===== src/rtl/regfile_write_arbiter.sv =====
// Two-requester writeback arbiter driving the register-file write port (A3/WD3/WE3).
// Optional build macro REGFILE_ARB_DROP_R0_EN: writes to register 0 are accepted but never issued.
module regfile_write_arbiter #(
    parameter int AW = 5,
    parameter int DW = 32
) (
    input  logic          CLK,
    input  logic          RESET,
    input  logic          a_valid,
    output logic          a_ready,
    input  logic [AW-1:0] a_addr,
    input  logic [DW-1:0] a_data,
    input  logic          b_valid,
    output logic          b_ready,
    input  logic [AW-1:0] b_addr,
    input  logic [DW-1:0] b_data,
    output logic [AW-1:0] A3,
    output logic [DW-1:0] WD3,
    output logic          WE3,
    output logic          busy
);

    typedef enum logic [1:0] {IDLE, WR_A, WR_B} state_e;
    typedef enum logic [1:0] {AGE_NONE, AGE_A_OLD, AGE_B_OLD} age_e;

    state_e        state_q, state_d;
    age_e          age_q, age_d;
    logic          rr_q, rr_d;
    logic          full_a_q, full_a_d;
    logic          full_b_q, full_b_d;
    logic [AW-1:0] addr_a_q, addr_a_d;
    logic [AW-1:0] addr_b_q, addr_b_d;
    logic [DW-1:0] data_a_q, data_a_d;
    logic [DW-1:0] data_b_q, data_b_d;
    logic [AW-1:0] a3_q, a3_d;
    logic [DW-1:0] wd3_q, wd3_d;

    logic drop_a, drop_b;
    logic elig_a, elig_b;
    logic tie;
    logic issue_a, issue_b;
    logic acc_a, acc_b;
    logic stay_a, stay_b;

    // Selection is decoded from registered state only, so ready never depends on valid.
    always_comb begin
`ifdef REGFILE_ARB_DROP_R0_EN
        drop_a = full_a_q && (addr_a_q == '0);
        drop_b = full_b_q && (addr_b_q == '0);
`else
        drop_a = 1'b0;
        drop_b = 1'b0;
`endif
        elig_a  = full_a_q && !drop_a;
        elig_b  = full_b_q && !drop_b;
        tie     = elig_a && elig_b && (age_q == AGE_NONE);
        issue_a = elig_a && (!elig_b || (age_q == AGE_A_OLD) || (tie && !rr_q));
        issue_b = elig_b && !issue_a;
    end

    assign a_ready = !full_a_q || issue_a || drop_a;
    assign b_ready = !full_b_q || issue_b || drop_b;

    // NOTE: every variable in an always_comb gets a value on every path, so no latch is inferred.
    always_comb begin
        acc_a    = a_valid && a_ready;
        acc_b    = b_valid && b_ready;
        stay_a   = full_a_q && !issue_a && !drop_a;
        stay_b   = full_b_q && !issue_b && !drop_b;
        full_a_d = acc_a || stay_a;
        full_b_d = acc_b || stay_b;
        addr_a_d = acc_a ? a_addr : addr_a_q;
        data_a_d = acc_a ? a_data : data_a_q;
        addr_b_d = acc_b ? b_addr : addr_b_q;
        data_b_d = acc_b ? b_data : data_b_q;

        // A buffer that was already full and stays full is older than one that just filled.
        age_d = AGE_NONE;
        if (full_a_d && full_b_d) begin
            if (stay_a && !stay_b)      age_d = AGE_A_OLD;
            else if (stay_b && !stay_a) age_d = AGE_B_OLD;
            else if (stay_a && stay_b)  age_d = age_q;
        end

        rr_d = rr_q ^ tie;

        a3_d  = a3_q;
        wd3_d = wd3_q;
        if (issue_a) begin
            a3_d  = addr_a_q;
            wd3_d = data_a_q;
        end else if (issue_b) begin
            a3_d  = addr_b_q;
            wd3_d = data_b_q;
        end
    end

    // Next-state decode of the output FSM.
    always_comb begin
        state_d = IDLE;
        if (issue_a)      state_d = WR_A;
        else if (issue_b) state_d = WR_B;
    end

    // NOTE: sequential state uses non-blocking assignments so every flop samples pre-edge values.
    always_ff @(posedge CLK) begin
        if (RESET) begin
            state_q  <= IDLE;
            age_q    <= AGE_NONE;
            rr_q     <= 1'b0;
            full_a_q <= 1'b0;
            full_b_q <= 1'b0;
            a3_q     <= '0;
            wd3_q    <= '0;
        end else begin
            state_q  <= state_d;
            age_q    <= age_d;
            rr_q     <= rr_d;
            full_a_q <= full_a_d;
            full_b_q <= full_b_d;
            a3_q     <= a3_d;
            wd3_q    <= wd3_d;
        end
    end

    // NOTE: buffer payload is only ever read while its full flag is set, so it carries no reset.
    always_ff @(posedge CLK) begin
        addr_a_q <= addr_a_d;
        data_a_q <= data_a_d;
        addr_b_q <= addr_b_d;
        data_b_q <= data_b_d;
    end

    // Output decode of the FSM.
    always_comb begin
        WE3 = (state_q != IDLE);
        A3  = a3_q;
        WD3 = wd3_q;
    end

    assign busy = full_a_q || full_b_q || WE3;

endmodule


===== config.mk =====
export PLATFORM = sky130hd
export DESIGN_NAME = regfile_write_arbiter
export DESIGN_NICKNAME = d
export VERILOG_FILES = /design/src/rtl/regfile_write_arbiter.sv
export SDC_FILE = /design/constraint.sdc
export NUM_CORES = 1
export LEC_CHECK = 0
export ABC_AREA = 1
export CORE_UTILIZATION = 44
export CTS_CLUSTER_SIZE = 12
export DETAILED_ROUTE_END_ITERATION = 10
export GPL_ROUTABILITY_DRIVEN = 0
export GPL_TIMING_DRIVEN = 0
export PLACE_DENSITY = 0.87
export SYNTH_ARGS = -nofsm -noshare
export SYNTH_HDL_FRONTEND = slang
export SYNTH_SLANG_ARGS = --single-unit

===== constraint.sdc =====
create_clock -name CLK -period 2.57 [get_ports CLK]
set_input_delay 0.257 -clock CLK [delete_from_list [all_inputs] [get_ports CLK]]
set_output_delay 0.257 -clock CLK [all_outputs]
set_load 0.1 [all_outputs]

After elaboration in Yosys (flattened, before gate mapping)

Cells that the tools add are included.

Register bits after elaboration: 118
Input bits: 78
Output and inout port bits: 41
Word-level logic and storage cells: 61

Equal/unequal tests: 3
Muxes and demuxes: 9
Bitwise operators: 2
Reduce and logical (&&, ||, !) cells: 34

Operators by type and width:

| kind                 | number |
|---|---|
| $mux W32             | 2 |
| $logic_and A1 B1 Y1  | 13 |
| $mux W5              | 2 |
| $logic_or A1 B1 Y1   | 8 |
| $logic_not A1 Y1     | 7 |
| $mux W2              | 3 |
| $reduce_bool A2 Y1   | 2 |
| $reduce_or A2 Y1     | 2 |
| $ne A3 B3 Y1 const B | 1 |
| $reduce_or A3 Y1     | 1 |
| $eq A2 B1 Y1 const B | 1 |
| $logic_not A2 Y1     | 1 |
| $mux W1              | 2 |
| $ne A2 B2 Y1 const B | 1 |
| $not A1 Y1           | 1 |
| $xor A1 B1 Y1        | 1 |

Longest topological paths before layout

Gate-level depths: netlist (run 1).

Word-level depth: 13
Mapped depth: 13
Gate-level depth less buffers: 9

Worst setup path before layout (run 1)

Ideal clock, no wire load.

Path kind: reg-to-reg
From: reg full_a_q, in the netlist elig_a
To: reg addr_b_q[0] (enable)
Library setup time: 392 ps
Arrival: 2852 ps
Data required time: 2178 ps
Path slack: -673 ps
Stages on the path, launching flop included: 12
Buffers on the path: 3
Period minus slack after synthesis: 3243 ps
Cells stage by stage: dfxtp_1 > buf_2 > buf_2 > inv_1 > nor4_1 > ha_1 > nor2_4 > nand2_1 > buf_4 > nand3_1 > nand2_1 > inv_1

Longest elaborated chain between the ends: 9

RTL lines:

| what                             | RTL line | RTL |
|---|---|---|
| start: declaration               | 29       | `logic full_a_q, full_a_d;` |
| start signal: assignment         | 119      | `full_a_q <= full_a_d;` |
| $logic_and A1 B1 Y1 (2 in a row) | 56       | `tie = elig_a && elig_b && (age_q == AGE_NONE);` |
| $logic_and A1 B1 Y1              | 57       | `issue_a = elig_a && (!elig_b \|\| (age_q == AGE_A_OLD) \|\| (tie && !rr_q));` |
| $logic_or A1 B1 Y1               | 57       |  |
| $logic_and A1 B1 Y1 (*)          | 57       |  |
| $logic_not A1 Y1 (*)             | 58       | `issue_b = elig_b && !issue_a;` |
| $logic_and A1 B1 Y1 (*)          | 58       |  |
| $logic_or A1 B1 Y1 (*)           | 62       | `assign b_ready = !full_b_q \|\| issue_b \|\| drop_b;` |
| named net b_ready                | 14       | `output logic b_ready,` |
| $logic_and A1 B1 Y1 (*)          | 67       | `acc_b = b_valid && b_ready;` |
| named net acc_b                  | 42       | `logic acc_a, acc_b;` |
| end signal: assignment           | 130      | `addr_b_q <= addr_b_d;` |
| end: declaration                 | 32       | `logic [AW-1:0] addr_b_q, addr_b_d;` |

The timed path passes the listed nets; every way through them passes the cells marked *.
A chain may end at the register's enable or synchronous reset.

Worst setup path in the final report (run 1)

From: reg full_a_q, in the netlist elig_a
To: out b_ready

Longest elaborated chain between the ends: 8

RTL lines:

| what                             | RTL line |
|---|---|
| $logic_and A1 B1 Y1 (2 in a row) | 56 |
| $logic_and A1 B1 Y1              | 57 |
| $logic_or A1 B1 Y1               | 57 |
| $logic_and A1 B1 Y1 (*)          | 57 |
| $logic_not A1 Y1 (*)             | 58 |
| $logic_and A1 B1 Y1 (*)          | 58 |
| $logic_or A1 B1 Y1 (*)           | 62 |
| end: declaration                 | 14 |

Mark *: on every way between the ends. The rest lies on a longest branch, timed or not.

==> out/qor.csv, run 1 <==
metric;value;unit
status;complete, no violations;
mux share of post-synthesis cell area;0;%
largest net degree at the start of global routing;38;
Port Buffer Count;118;
post-synthesis simple-gate area fraction;15.29;%
initial antenna violation count;0;
Worst Path Max Fanout;10;
Area growth, synth to finish;44.62;%
Util after Layout;66.35;%
Critical Path AT;2.20;ns
Seq cells post-synth;118;
Max clock buf depth;2;
Final WS setup;0.1091;ns
max-slew violation count;0;
initial core utilization;45.88;%
worst hold path class;in2reg;
Final ANT Viol Nets;0;
Syn Area/Cell;10.22;µm²
post-route minimum period;2.461;ns
Via density;4.885;
crit start category;flop;
ys async rst share;0;%
Synth Flop Type;edfxtp_1;
main combinational cell family by area after synthesis;simple AND/OR/NAND/NOR gates;
hpwl dp;7385;µm
Die Span X;103.4;µm
Worst Setup End Kind;output pin;
Core Footprint;0.009864;mm²
Total GRT Usage;21.89;%
placed insts;694;
Worst EP required;2.31;ns
remaining global-route overflow;0;
Pleak;2.626;nW
Clock Latency Late Sink;0.52;ns
I/O pin total;119;
Place WS;-0.2658;ns
Remaining DRCs;0;
hold_ws;0.2878;ns
commonest cells after routing, fill and taps aside;clkdlybuf4s50_1 (115), nor2_1 (79), edfxtp_1 (74);
via count;3556;
CTS tree;done;
Least-Margin Pin Slew;0.9809;ns
Slew HR;34.40;%
Design Power;5.472;mW
synth unique cells;18;
RSZ-0062 raised after global routing;yes;
Final Hold Vio Count;0;
Compound-Gate Fraction of Synth Area;8.294;%
Avg WL per Cell;14.98;µm
Slowest-stage cell, CP;dfxtp_1;
NumNets Final;661;
post-route non-filler standard cell count;728;
CTS Root Cell;clkbuf_8;
CP Class;reg2out;
Crit path max-delay family;buffers and inverters;
Die H;103.4;µm
H-tree Lvls;4;
Worst-path clk slew;0.06;ns
post-synthesis xor/xnor area fraction;0;%
syn nets;522;
CP most frequent cell;buf_6;
first-pass GRT wire length;16800;µm
max capacitance violation total;0;
sequential fraction of the synthesis area;68.57;%
number of cell rows;36;
Finish-stage setup viols;0;
r2r setup slk;0.15;ns
cell count after synthesis;443;
Post-synth EDFFs;74;
CP bufs+invs;5;
CP cell instances;buf_6, buf_6, inv_2, nor4_2, ha_2, nor2_4, nand2_2, buf_6, nand3_4, buf_4;
vias in the first global route;3591;
Clock Skews;0.01260;ns
fin crit share;95.75;%
post-synthesis adder-cell area fraction;0.2765;%
worst ir drop on vdd;0.4954;mV
fmax;406.4;MHz
WL final;10900;µm
share of cells above drive strength 1;9.916;%
slowest stage delay, CP;0.32;ns
cts hold-fix bufs;0;
CTS Buf Count;17;
most common cell after layout, fill and taps aside;clkdlybuf4s50_1;
die area;0.01069;mm²
CTS Sinks;118;
Initial DRC Count;182;
Syn Std Cell Area;0.004526;mm²
pwr/cell area;836.1;mW/mm²
yosys warns;0;
diode count;0;
drt first pass iters;4;
-- cell usage after synthesis, types with 3 or more instances --
master	count	area share, %
nand3_1	40	4.4
buf_6	3	0.75
nand2_1	46	3.8
nor2_1	79	6.6
a21oi_1	38	4.2
buf_2	7	0.77
edfxtp_1	74	49
o21ai_0	37	4.1
inv_1	51	4.2
clkbuf_1	14	1.2
buf_1	3	0.25
dfxtp_1	44	19
-- through the flow --
| step | area (µm²) | TNS (ns) |
|---|---|---|
| 3_5_place_dp | 5936 | -9.865 |
| 4_1_cts | 6533 | -0.1674 |
| 2_1_floorplan | 4588 | -1.130 |
| 3_3_place_gp | 5936 | -3.945 |
| 6_report | 6545 | 0 |
| 5_1_grt | 6545 | -0.01616 |
-- timing repair --
item | in CTS | in global routing
cloned | 1 | 0
buffers inserted | 0 | 1
setup endpoints to repair | 39 | 22
gates resized for setup | 7 | 7
pin swaps | 0 | 0
hold endpoints to repair | 0 | 0
-- final cells by class --
class / count / area (µm²)
Fill cell: 743 / 3319
Sequential cell: 118 / 3103
Timing Repair Buffer: 119 / 1196
Multi-Input combinational cell: 244 / 1119
Clock buffer: 21 / 503.0
Inverter: 52 / 202.7
Tap cell: 133 / 166.4
Buffer: 29 / 163.9
Clock inverter: 11 / 83.83
Timing Repair inverter: 1 / 7.507
-- worst paths after layout --
kind                             start                      to  cells past startpoint
setup / recovery     elig_a$_SDFF_PP0_                 b_ready                     10
hold / removal               b_addr[3]   addr_b_q[3]$_DFFE_PP_                      1
setup reg to reg     elig_a$_SDFF_PP0_  data_a_q[21]$_DFFE_PP_                      9
hold reg to reg   WD3[15]$_SDFFE_PP0P_    WD3[15]$_SDFFE_PP0P_                      2
-- cells by family after synthesis --
group,after synthesis
simple gates,168
fa+ha+maj,1
compound gates,75
buf+inv,81
flops,118
-- metal layers --
layer | global-route usage, % | wire length [µm] | up-vias
met4 | 10.18 | 113 | 0
met3 | 6.788 | 666 | 12
met2 | 38.46 | 5768 | 131
li1 | - | - | 1740
met5 | 0 | 0 | -
met1 | 24.21 | 4356 | 1673
-- where the power goes --
| group | internal (mW) | leakage, nW | switching [mW] |
|---|---|---|---|
| registers | 2.16 | 1.09 | 0.0528 |
| logic | 0.302 | 1.25 | 0.704 |
| clock network | 1.39 | 0.287 | 0.863 |
-- flip-flops by register name (all words and copies together), names as in the netlist --
name / cells
elig_a: 1
addr_a_q: 5
data_a_q: 32
rr_q: 1
data_b_q: 32
addr_b_q: 5
state_q: 2
age_q: 2
A3: 5
WD3: 32
elig_b: 1
(Power assumes the default switching activity.)
==> run 2: changes to the inputs <==
--- a/config.mk
+++ b/config.mk
@@ -6,6 +6,7 @@
 export NUM_CORES = 1
 export LEC_CHECK = 0
 export ABC_AREA = 1
+export CAP_MARGIN = 20
 export CORE_UTILIZATION = 44
 export CTS_CLUSTER_SIZE = 12
 export DETAILED_ROUTE_END_ITERATION = 10
@@ -15,3 +16,4 @@
 export SYNTH_ARGS = -nofsm -noshare
 export SYNTH_HDL_FRONTEND = slang
 export SYNTH_SLANG_ARGS = --single-unit
+export TNS_END_PERCENT = 20
==> run 2 against run 1 <==
The run now ends with setup timing left. Clock skew barely moved. Flip-flop and latch count stayed put. First-iteration DRC count shrank 34%. Routed wire length down 1.2%. Die area unchanged. Register-to-register slack got worse by 0.24 ns.
==> out/qor.csv, run 2 (same netlist as run 1, synthesis figures left out) <==
metric;value;unit
Place WS;-0.2328;ns
drt first pass iters;5;
initial antenna violation count;0;
Finish-stage setup viols;37;
Comb pwr share;17.9;%
share of cells above drive strength 1;9.275;%
H-tree Lvls;4;
Switching Power;1.532;mW
postcts setup bufs;0;
initial core utilization;45.88;%
status;finished with violations;
Internal Pwr Total;4.071;mW
Clock power frac;42.5;%
post-route minimum period;2.662;ns
cts hold-fix bufs;0;
CTS Buf Count;17;
Critical R2R Capture;data_b_q[7]$_DFFE_PP_;
CTS Sinks;118;
Clock Skews;0.01268;ns
Critical Path AT;2.64;ns
Avg WL per Cell;14.83;µm
worst ir drop on vdd;0.7030;mV
Area growth, synth to finish;45.40;%
largest net degree at the start of global routing;38;
remaining global-route overflow;0;
CTS Root Cell;clkbuf_8;
Initial DRC Count;121;
worst hold path class;in2reg;
Die H;103.4;µm
Worst Setup End Kind;flop;
fmax;375.7;MHz
max-slew violation count;0;
Hold Path Sink;data_b_q[14]$_DFFE_PP_;
failing checks;setup timing;
Util after Layout;66.70;%
Core Footprint;0.009864;mm²
CTS tree;done;
most common cell after layout, fill and taps aside;clkdlybuf4s50_1;
Worst EP required;2.55;ns
first-pass GRT wire length;16880;µm
Max clock buf depth;2;
commonest cells after routing, fill and taps aside;clkdlybuf4s50_1 (115), nor2_1 (79), edfxtp_1 (74);
Clock Latency Late Sink;0.51;ns
I/O pin total;119;
RSZ-0062 raised after global routing;yes;
via count;3506;
Total GRT Usage;22.17;%
number of cell rows;36;
hold_ws;0.3043;ns
hpwl dp;7356;µm
sw frac;27.34;%
worst hold start;b_data[14];
Final WS setup;-0.09154;ns
CP Class;reg2reg;
pwr/cell area;851.5;mW/mm²
share of power burned in registers;39.5;%
Worst R2R Start;elig_a$_SDFF_PP0_;
r2r worst-path depth;11;
diode count;0;
Worst Path Max Fanout;37;
Via density;4.829;
fin crit share;103.6;%
Pleak;2.645;nW
max capacitance violation total;0;
vias in the first global route;3524;
crit start category;flop;
Final ANT Viol Nets;0;
Final Hold Vio Count;0;
NumNets Final;659;
Port Buffer Count;118;
hold path depth;1;
Worst-path clk slew;0.06;ns
die area;0.01069;mm²
Remaining DRCs;0;
CP Launch Point;elig_a$_SDFF_PP0_;
Least-Margin Pin Slew;0.9894;ns
Slew HR;33.84;%
Die Span X;103.4;µm
WL final;10770;µm
r2r setup slk;-0.09;ns
## run 2: changes by cell type in the layout (fill, tap and decap cells not counted), sizes merged
cell / previous run / this run
inv: 53 / 50
clkdlybuf4s15: 0 / 1
clkinv: 6 / 5
clkinvlp: 5 / 2
bufinv: 0 / 3
buf: 18 / 16
clkbuf: 35 / 38
## run 2: cell type report
| cell class | count | area, µm² |
|---|---|---|
| fillers | 749 | 3284 |
| flip-flops and latches | 118 | 3104 |
| repair buffers | 118 | 1180 |
| multi-input cells | 244 | 1130 |
| clock buffers | 24 | 491.7 |
| inverters | 52 | 207.7 |
| plain buffers | 29 | 181.4 |
| well taps | 133 | 166.4 |
| clock inverters | 8 | 118.9 |
## run 2: metrics by stage
| stage | power (mW) | instance area [µm²] | setup TNS, ns | instances |
|---|---|---|---|---|
| after floorplan | 2.919 | 4581 | -3.725 | 443 |
| after global placement | 3.221 | 5928 | -3.643 | 694 |
| after detailed placement | 3.248 | 5928 | -8.692 | 694 |
| after CTS | 5.648 | 6568 | -5.865 | 726 |
| after global routing | 5.808 | 6580 | -10.35 | 726 |
| final | 5.603 | 6580 | -3.161 | 726 |
## run 2: worst max-delay path by stage
stage | depth (start not counted) | endpoint | slack [ns]
5_1_grt | 11 | data_b_q[10]$_DFFE_PP_ | -0.28
2_1_floorplan | 9 | addr_a_q[0]$_DFFE_PP_ | -0.09
4_1_cts | 11 | data_b_q[7]$_DFFE_PP_ | -0.16
6_report | 11 | data_b_q[7]$_DFFE_PP_ | -0.09
3_5_place_dp | 11 | data_b_q[15]$_DFFE_PP_ | -0.23
3_3_place_gp | 10 | b_ready | -0.13
## run 2: power by group through the flow
stage                     Sequential, mW  Combinational (mW)  Clock, mW
after floorplan                     2.64               0.277          0
after global placement              2.25               0.975          0
after detailed placement            2.25               0.997          0
after CTS                           2.22                1.01       2.42
after global routing                2.23                1.07       2.52
final                               2.21                1.00       2.38
## run 2: worst max-delay path: stages (launching register included)
cell	delay, ns
dfxtp_2	0.32
buf_6	0.12
buf_12	0.14
inv_6	0.04
nor4_4	0.14
ha_2	0.24
nor2_4	0.05
nand2_4	0.08
buf_12	0.14
nand3_4	0.10
nand2_4	0.08
clkinvlp_4	0.68
## run 2: routing by layer
metal	GRT usage, %	vias up	share of wire (%)
met1	24.10	1632	39
met2	40.09	123	53
met3	6.116	10	7.1
met4	10.18	0	0.86
met5	0	-	0
li1	-	1741	-
## run 2: repair_timing
item | CTS | global route
resized for setup | 16 | 3
pin swaps | 2 | 0
hold endpoints to repair | 0 | 0
setup endpoints to repair | 39 | 39
==> run 3: changes to the inputs <==
--- a/config.mk
+++ b/config.mk
@@ -13,6 +13,7 @@
 export GPL_ROUTABILITY_DRIVEN = 0
 export GPL_TIMING_DRIVEN = 0
 export PLACE_DENSITY = 0.87
+export SKIP_CTS_REPAIR_TIMING = 1
 export SYNTH_ARGS = -nofsm -noshare
 export SYNTH_HDL_FRONTEND = slang
 export SYNTH_SLANG_ARGS = --single-unit
==> run 3 against run 2 <==
The flow now finishes without violations. Total power rose by 0.20%. Die area stayed put. Sequential share of layout area grew 0.13 points. Global-route usage down 0.20 points. Largest power group unchanged. Via count increased by 0.17%. Highest routed layer unchanged. Sequential power about the same. First-iteration DRC count is 17% higher. Worst setup slack gained 0.096 ns. Critical path depth shrank 1. Utilization is 0.22 points lower.
==> out/qor.csv, run 3 (same netlist as run 1, synthesis figures left out) <==
metric;value;unit
CP Class;reg2out;
hold path depth;1;
Internal Pwr Total;4.068;mW
Design Power;5.614;mW
worst hold start;b_data[14];
initial core utilization;45.88;%
commonest cells after routing, fill and taps aside;clkdlybuf4s50_1 (115), nor2_1 (79), edfxtp_1 (74);
status;complete, no violations;
I/O pin total;119;
Clock Latency Late Sink;0.52;ns
H-tree Lvls;4;
Worst Setup End Kind;output pin;
Comb pwr share;17.9;%
Slew HR;33.85;%
hpwl dp;7356;µm
Max clock buf depth;2;
worst ir drop on vdd;0.7009;mV
Area growth, synth to finish;44.93;%
Final Hold Vio Count;0;
die area;0.01069;mm²
Remaining DRCs;0;
post-route non-filler standard cell count;728;
worst hold path class;in2reg;
RSZ-0062 raised after global routing;yes;
Switching Power;1.545;mW
Finish-stage setup viols;0;
number of fill cells;747;
r2r worst-path depth;9;
first-pass GRT wire length;16770;µm
max-slew violation count;0;
Hold Path Sink;data_b_q[14]$_DFFE_PP_;
Die H;103.4;µm
Initial DRC Count;142;
diode count;0;
largest net degree at the start of global routing;38;
CTS Buf Count;17;
drt first pass iters;5;
CTS Root Cell;clkbuf_8;
Port Buffer Count;118;
max capacitance violation total;0;
Die Span X;103.4;µm
via count;3512;
fmax;389.8;MHz
Worst R2R Start;elig_a$_SDFF_PP0_;
post-route minimum period;2.565;ns
crit start category;flop;
placed insts;694;
initial antenna violation count;0;
share of cells above drive strength 1;9.412;%
CTS Sinks;118;
most common cell after layout, fill and taps aside;clkdlybuf4s50_1;
Critical Path AT;2.31;ns
NumNets Final;661;
Critical R2R Capture;data_a_q[12]$_DFFE_PP_;
WL final;10890;µm
number of cell rows;36;
share of power burned in registers;39.4;%
Worst Path Max Fanout;10;
Worst-path clk slew;0.06;ns
CTS tree;done;
sw frac;27.53;%
Avg WL per Cell;14.96;µm
fin crit share;99.82;%
Total GRT Usage;21.96;%
r2r setup slk;0.14;ns
Clock Skews;0.01210;ns
Worst EP required;2.31;ns
Pleak;2.642;nW
Final ANT Viol Nets;0;
Least-Margin Pin Slew;0.9891;ns
Clock power frac;42.7;%
pwr/cell area;855.9;mW/mm²
Via density;4.824;
Core Footprint;0.009864;mm²
remaining global-route overflow;0;
vias in the first global route;3507;
run 3: cell types whose count changed in the layout (fill, tap and decap cells not counted), sizes merged:
cell and change:
buf +1, clkinvlp +1, clkbuf +1, clkdlybuf4s15 -1
run 3: layout make-up:
| type | instances | area (µm²) | area share [%] |
|---|---|---|---|
| Clock buffer | 24 | 491.7 | 7.497 |
| Clock inverter | 8 | 118.9 | 1.812 |
| Multi-Input combinational cell | 244 | 1111 | 16.94 |
| Timing Repair Buffer | 119 | 1194 | 18.20 |
| Buffer | 29 | 163.9 | 2.499 |
| Timing Repair inverter | 1 | 7.507 | 0.1145 |
| Sequential cell | 118 | 3103 | 47.31 |
| Inverter | 52 | 202.7 | 3.090 |
| Tap cell | 133 | 166.4 | 2.537 |
run 3: worst max path at each step:
stage | from | endpoint | slack (ns) | cells after the start
after global routing | elig_a$_SDFF_PP0_ | b_ready | -0.11 | 10
after floorplan | elig_a$_SDFF_PP0_ | addr_a_q[0]$_DFFE_PP_ | -0.09 | 9
after global placement | elig_a$_SDFF_PP0_ | b_ready | -0.13 | 10
after CTS | elig_a$_SDFF_PP0_ | b_ready | -0.73 | 10
after detailed placement | elig_a$_SDFF_PP0_ | data_b_q[15]$_DFFE_PP_ | -0.23 | 11
final | elig_a$_SDFF_PP0_ | b_ready | 0.005 | 10
run 3: critical path, cell delays in order (launching register included):
cell and delay [ns]:
dfxtp_1 0.31, buf_6 0.13, buf_6 0.14, inv_2 0.06, nor4_2 0.04, ha_2 0.19, nor2_4 0.15, nand2_2 0.09
buf_6 0.16, nand3_4 0.08, buf_2 0.43
run 3: metrics by stage:
stage / setup TNS, ns / utilization (%) / area (µm²) / worst slack (ns) / hold WS [ns]
after floorplan: -3.725 / - / 4581 / -0.08507 / 0.3282
after global placement: -3.643 / 60.10 / 5928 / -0.1325 / 0.5104
after detailed placement: -8.692 / 60.10 / 5928 / -0.2328 / 0.5129
final: 0 / 66.49 / 6559 / 0.004697 / 0.2954
after CTS: -10.76 / 66.29 / 6539 / -0.7254 / 0.2768
after global routing: -0.3395 / 66.49 / 6559 / -0.1061 / 0.2705
run 3: per-layer routing:
metal | GRT usage [%] | vias up | wire, µm
met5 | 0 | - | 0
met4 | 9.534 | 0 | 79
li1 | - | 1743 | -
met1 | 24.01 | 1643 | 4500
met3 | 6.048 | 8 | 599
met2 | 39.84 | 118 | 5708
run 3: power groups by stage:
stage | registers (mW) | clock network (mW) | logic [mW]
after floorplan | 2.64 | 0 | 0.277
after global placement | 2.25 | 0 | 0.975
after detailed placement | 2.25 | 0 | 0.997
after CTS | 2.22 | 2.42 | 1.00
after global routing | 2.22 | 2.52 | 1.06
final | 2.21 | 2.40 | 1.00
